**config.mk**
```make
export PLATFORM = sky130hd
export DESIGN_NAME = spi_slave_ctrl
export DESIGN_NICKNAME = d
export VERILOG_FILES = /design/src/rtl/spi_slave_ctrl.sv
export SDC_FILE = /design/constraint.sdc
export NUM_CORES = 1
export LEC_CHECK = 0
export CAP_MARGIN = 15
export CORE_MARGIN = 2
export CORE_UTILIZATION = 54
export DETAILED_ROUTE_END_ITERATION = 12
export DONT_BUFFER_PORTS = 1
export MAX_ROUTING_LAYER = met4
export PLACE_DENSITY = 0.69
export SLEW_MARGIN = 40
export SYNTH_ARGS = -nofsm -noshare
export SYNTH_HDL_FRONTEND = slang
export SYNTH_SLANG_ARGS = --single-unit
```
**constraint.sdc**
```tcl
create_clock -name clk -period 4.2 [get_ports clk]
set_input_delay 0.21 -clock clk [delete_from_list [all_inputs] [get_ports clk]]
set_output_delay 0.21 -clock clk [all_outputs]
set_load 0.1 [all_outputs]
```
**src/rtl/spi_slave_ctrl.sv**
```systemverilog
// spi_slave_ctrl: SPI slave front-end for the SPI RAM datapath.
// Deserializes 10-bit command words from MOSI (MSB first) and presents each
// completed word on rx_data with a one-cycle rx_valid strobe. For read-data
// frames it waits for tx_valid and then serializes tx_data on MISO.
// The internal rd_addr_seen flag makes consecutive read frames alternate
// between read-address and read-data sequencing.
// Optional feature: define SPI_SLAVE_ABORT_FLAG_EN to add the frame_abort
// output, a one-cycle pulse after SS_n ends an incomplete frame.
module spi_slave_ctrl (
  input  logic       clk,
  input  logic       rst_n,
  input  logic       SS_n,
  input  logic       MOSI,
  output logic       MISO,
  output logic [9:0] rx_data,
  output logic       rx_valid,
  input  logic [7:0] tx_data,
  input  logic       tx_valid
`ifdef SPI_SLAVE_ABORT_FLAG_EN
  ,
  output logic       frame_abort
`endif
);

  typedef enum logic [2:0] {
    IDLE      = 3'd0,
    CHK_CMD   = 3'd1,
    WRITE     = 3'd2,
    READ_ADD  = 3'd3,
    READ_DATA = 3'd4
  } state_t;

  // bit_cnt counts the 9 bits after the command bit; WORD_DONE marks a full word
  localparam logic [3:0] LAST_BIT  = 4'd8;
  localparam logic [3:0] WORD_DONE = 4'd9;
  localparam logic [3:0] TX_BITS   = 4'd8;

  state_t      state;
  state_t      next_state;
  logic [3:0]  bit_cnt;
  logic [8:0]  rx_sr;
  logic [7:0]  tx_sr;
  logic [3:0]  tx_cnt;
  logic        tx_busy;
  logic        tx_done;
  logic        rd_addr_seen;

  logic        in_frame;
  logic        frame_exit;
  logic        shift_en;
  logic        cnt_en;
  logic        word_done;
  logic        tx_load;

  // State register
  always_ff @(posedge clk or negedge rst_n) begin
    if (!rst_n) state <= IDLE;
    else        state <= next_state;
  end

  // Next-state logic: SS_n high always returns to IDLE; bit 9 picks the branch
  always_comb begin
    next_state = state;
    case (state)
      IDLE:    if (!SS_n) next_state = CHK_CMD;
      CHK_CMD: begin
        if (SS_n)               next_state = IDLE;
        else if (!MOSI)         next_state = WRITE;
        else if (!rd_addr_seen) next_state = READ_ADD;
        else                    next_state = READ_DATA;
      end
      WRITE, READ_ADD, READ_DATA: if (SS_n) next_state = IDLE;
      default: next_state = IDLE;
    endcase
  end

  // Output/control decode: shift enables, word completion and tx handshake
  always_comb begin
    in_frame   = 1'b0;
    frame_exit = 1'b0;
    shift_en   = 1'b0;
    cnt_en     = 1'b0;
    word_done  = 1'b0;
    tx_load    = 1'b0;
    in_frame   = (state == WRITE) || (state == READ_ADD) || (state == READ_DATA);
    frame_exit = SS_n && (state != IDLE);
    cnt_en     = !SS_n && in_frame && (bit_cnt != WORD_DONE);
    shift_en   = (!SS_n && (state == CHK_CMD)) || cnt_en;
    word_done  = !SS_n && in_frame && (bit_cnt == LAST_BIT);
    // tx_valid only matters in the wait window between word completion and load
    tx_load    = !SS_n && (state == READ_DATA) && (bit_cnt == WORD_DONE) &&
                 !tx_busy && !tx_done && tx_valid;
  end

  // Datapath: receive shifter, rx word/strobe, read flag and MISO serializer
  always_ff @(posedge clk or negedge rst_n) begin
    if (!rst_n) begin
      rx_valid     <= 1'b0;
      rx_data      <= '0;
      rx_sr        <= '0;
      bit_cnt      <= '0;
      tx_sr        <= '0;
      tx_cnt       <= '0;
      tx_busy      <= 1'b0;
      tx_done      <= 1'b0;
      MISO         <= 1'b0;
      rd_addr_seen <= 1'b0;
    end else begin
      rx_valid <= word_done;
      if (frame_exit) begin
        // Partial frames leave rx_data and rd_addr_seen untouched
        bit_cnt <= '0;
        rx_sr   <= '0;
        tx_sr   <= '0;
        tx_cnt  <= '0;
        tx_busy <= 1'b0;
        tx_done <= 1'b0;
        MISO    <= 1'b0;
      end else begin
        if (shift_en) rx_sr   <= {rx_sr[7:0], MOSI};
        if (cnt_en)   bit_cnt <= bit_cnt + 4'd1;
        if (word_done) begin
          rx_data <= {rx_sr, MOSI};
          if (state == READ_ADD)       rd_addr_seen <= 1'b1;
          else if (state == READ_DATA) rd_addr_seen <= 1'b0;
        end
        if (tx_load) begin
          MISO    <= tx_data[7];
          tx_sr   <= {tx_data[6:0], 1'b0};
          tx_cnt  <= 4'd1;
          tx_busy <= 1'b1;
        end else if (tx_busy) begin
          if (tx_cnt == TX_BITS) begin
            MISO    <= 1'b0;
            tx_busy <= 1'b0;
            tx_done <= 1'b1;
          end else begin
            MISO   <= tx_sr[7];
            tx_sr  <= {tx_sr[6:0], 1'b0};
            tx_cnt <= tx_cnt + 4'd1;
          end
        end
      end
    end
  end

`ifdef SPI_SLAVE_ABORT_FLAG_EN
  logic abort_det;

  // A frame is incomplete if the word is short or a read-data reply is unfinished
  always_comb begin
    abort_det = frame_exit &&
                ((bit_cnt != WORD_DONE) || ((state == READ_DATA) && !tx_done));
  end

  // Abort flag register: one-cycle pulse after the aborting SS_n sample
  always_ff @(posedge clk or negedge rst_n) begin
    if (!rst_n) frame_abort <= 1'b0;
    else        frame_abort <= abort_det;
  end
`endif

endmodule

```
==> flow_summary.yaml <==
timing:
  whs_ns: 0.03397
  max_freq_mhz: 478.0
  tightestPinTransition_ns: 0.8922
  fin_crit_sh_pct: 49.82
  hold_violations: 0
  slew_headroom_pct: 40.52
  setup_tns_ns: 0
  post-route-min-period_ns: 2.092
  final.setup_skew_ns: 0.005401
  rsz0062_at_grt: "no"
  finalSetupViolations: 0
  drv_slew: 0
floorplanning:
  start_util_pct: 55.24
  num_io_pins: 25
  rows: 22
  die-height_um: 64.74
  coreArea_mm2: 0.003606
  die_area_mm2: 0.004191
  die_x_um: 64.74
critical_path:
  worstSetupEndpoint: "rx_data[1]"
  arrival_ns: 2.27
  critPathCaptureType: "register"
  rr_worst_depth: 4
  crit_fanout: 12
  cp.required_ns: 4.38
  cpPeakStageDelay_ns: 0.55
  r2r-end: "rx_data[1]"
  cp.depth: 4
  worstSetupPathType: "register to register"
  crit_buf_inv: 0
  path_delay_family: "simple AND/OR/NAND/NOR gates"
  r2r_setup_slack_ns: 2.11
  critPathLaunch: "state[2]"
  critPathSlowestCell: "dfrtp_1"
  worstReg2RegStart: "state[2]"
  crit_path_start_kind: "register"
  path_cells: "nor3b_1 -> o21ai_0 -> nor2_2 -> mux2_2"
pwr:
  ir_worst_vdd_mv: 0.2130
  p_leak_nw: 1.051
  power_density_mw_per_mm2: 446.6
global_routing:
  antenna_found_initial: 0
  grt_max_degree: 43
  overflow: 0
  grt_pass1_vias: 1262
  grt_pass1_wl_um: 5802
  grt_use_total_pct: 19.01
clocking:
  numClockSinks: 42
  cts_root_buf: "clkbuf_8"
  max-clock-path-buffers: 2
  numCtsBuffers: 5
  cts_tree: "done"
  h-tree-depth: 2
  cts.repair.resized: 0
  clock_latency_ns: 0.29
  postCtsSetupBuffers: 0
  clk_pin_slew_ns: 0.07
synthesis:
  synthesis.instances: 170
  ys_warn_count: 0
  yosysSeqAreaShare_pct: 52.76
  syn_area_per_cell_um2: 11.72
  syn_area_mm2: 0.001992
  ys_ff_latch: 42
  synth.net_count: 188
  synth.distinct_cells: 38
route:
  wl_per_cell_um: 14.85
  via_per_inst: 5.605
  drt-pass1-iter-count: 4
  vias: 1250
  drt_wl_total_um: 3312
  ant_nets: 0
  remaining_drc_errors: 0
  first_iter_violations: 85
placed_design:
  gp_congestion: 0.7700
  io_buffers: 0
  hpwl_um: 2289
layout:
  layout-drive-gt1-share_pct: 22.29
  num_antenna_cells: 0
  layout.nets: 192
  syn2layout_area_growth_pct: 9.297
status:
  status: "completed"
flow_run:
  cap_violations: 0
min_path:
  min_path_type: "input port to register"
[how the worst min path moves through the flow]
stage | start | cells after the start | slack (ns) | to
after floorplan | rst_n | 0 | -0.09 | MISO
after global placement | rst_n | 0 | -0.08 | tx_sr[5]
after detailed placement | rst_n | 0 | -0.08 | tx_sr[5]
after CTS | tx_data[6] | 1 | 0.03 | tx_sr[7]
after global routing | tx_data[4] | 1 | 0.02 | tx_sr[5]
final | tx_data[6] | 1 | 0.03 | tx_sr[7]
[metal layers]
layer	GRT usage, %	routed length [um]
met5	-	0
met3	6.771	146
met1	22.43	1456
met2	29.64	1659
met4	7.979	49
[placed cells by master (no fill, tap or decap), drive strengths merged]
cell type and count:
or3 1, o2bb2ai 6, a211o 1, nand3 1, xor2 1, mux2 15
inv 12, o31ai 5, buf 3, xnor2 2, a21boi 1, nand3b 2
clkbuf 7, nor2 13, bufinv 1, or3b 1, o21a 1, nor4b 1
mux2i 13, nand2b 1, a211oi 2, ha 5, nor2b 1, o211ai 1
nand4 2, dlygate4sd3 2, nand4b 1, nor3b 5, nand2 11, nor3 3
dfrtp 42, or4b 1, a21oi 5, o211a 1, o21ai 5
[layout make-up]
type | count | area [um2]
Fill cell | 283 | 1429
Sequential cell | 42 | 1061
Multi-Input combinational cell | 108 | 849.6
Clock buffer | 7 | 76.32
Tap cell | 48 | 60.06
Timing Repair Buffer | 5 | 55.05
Inverter | 12 | 45.04
Clock inverter | 1 | 30.03
[cells in the mapped netlist, drive strengths merged]
library cell	count	share of area, %
dfrtp	42	53
mux2	15	8.5
mux2i	13	6.5
nor2	13	2.4
inv	12	2.3
nand2	11	2.1
buf	7	2.4
o2bb2ai	6	2.6
a21oi	5	1.3
ha	5	3.1
nor3b	5	1.9
o21ai	5	1.3
o31ai	5	2.8
nor3	3	0.75
a211oi	2	0.75
nand3b	2	0.75
nand4	2	0.63
xnor2	2	0.88
a211o	1	0.44
a21boi	1	0.38
clkbuf	1	0.19
nand2b	1	0.31
nand3	1	0.25
nand4b	1	0.44
nor2b	1	0.31
nor4b	1	0.44
o211a	1	0.50
o211ai	1	0.38
o21a	1	0.38
or3	1	0.57
or3b	1	0.57
or4b	1	0.69
xor2	1	0.44
[report_power, final]
group          switching [mW]  internal [mW]  total [mW]
Sequential             0.0470          0.456       0.503
Clock                   0.127          0.178       0.305
Combinational          0.0856         0.0786       0.164
[logic make-up after synthesis]
group,after synthesis,share of synthesized area (%)
xor gates and xnor gates,3,1.319
DFF,42,52.76
AOI/OAI and AO/OA,28,10.80
adders and majority gates,5,3.141
and+or+nand+nor,44,12.12
muxes,28,15.01
buffers and inverters,20,4.836
[sequential cells by signal, summed over array words and instances (netlist names)]
signal / count
state: 3
MISO: 1
tx_sr: 7
bit_cnt: 4
rd_addr_seen: 1
rx_sr: 9
tx_cnt: 4
tx_busy: 1
rx_valid: 1
tx_done: 1
rx_data: 10
[repair_timing]
action | CTS | global route
hold buffers | 3 | 0
endpoints found under the hold margin | 45 | 0
endpoints found under the setup margin | 0 | 0
[stage by stage]
stage	power (mW)	setup slack (ns)	utilization (%)	area, um2	std cells
floorplan	0.6318	2.332	-	1992	170
global placement	0.6538	2.013	55.90	2016	212
detailed placement	0.6646	1.896	55.97	2018	212
CTS	0.9826	1.901	60.03	2165	223
global route	1.035	1.919	60.37	2177	223
finish	0.9724	2.108	60.37	2177	223
Power figures use the tool's default switching activity.
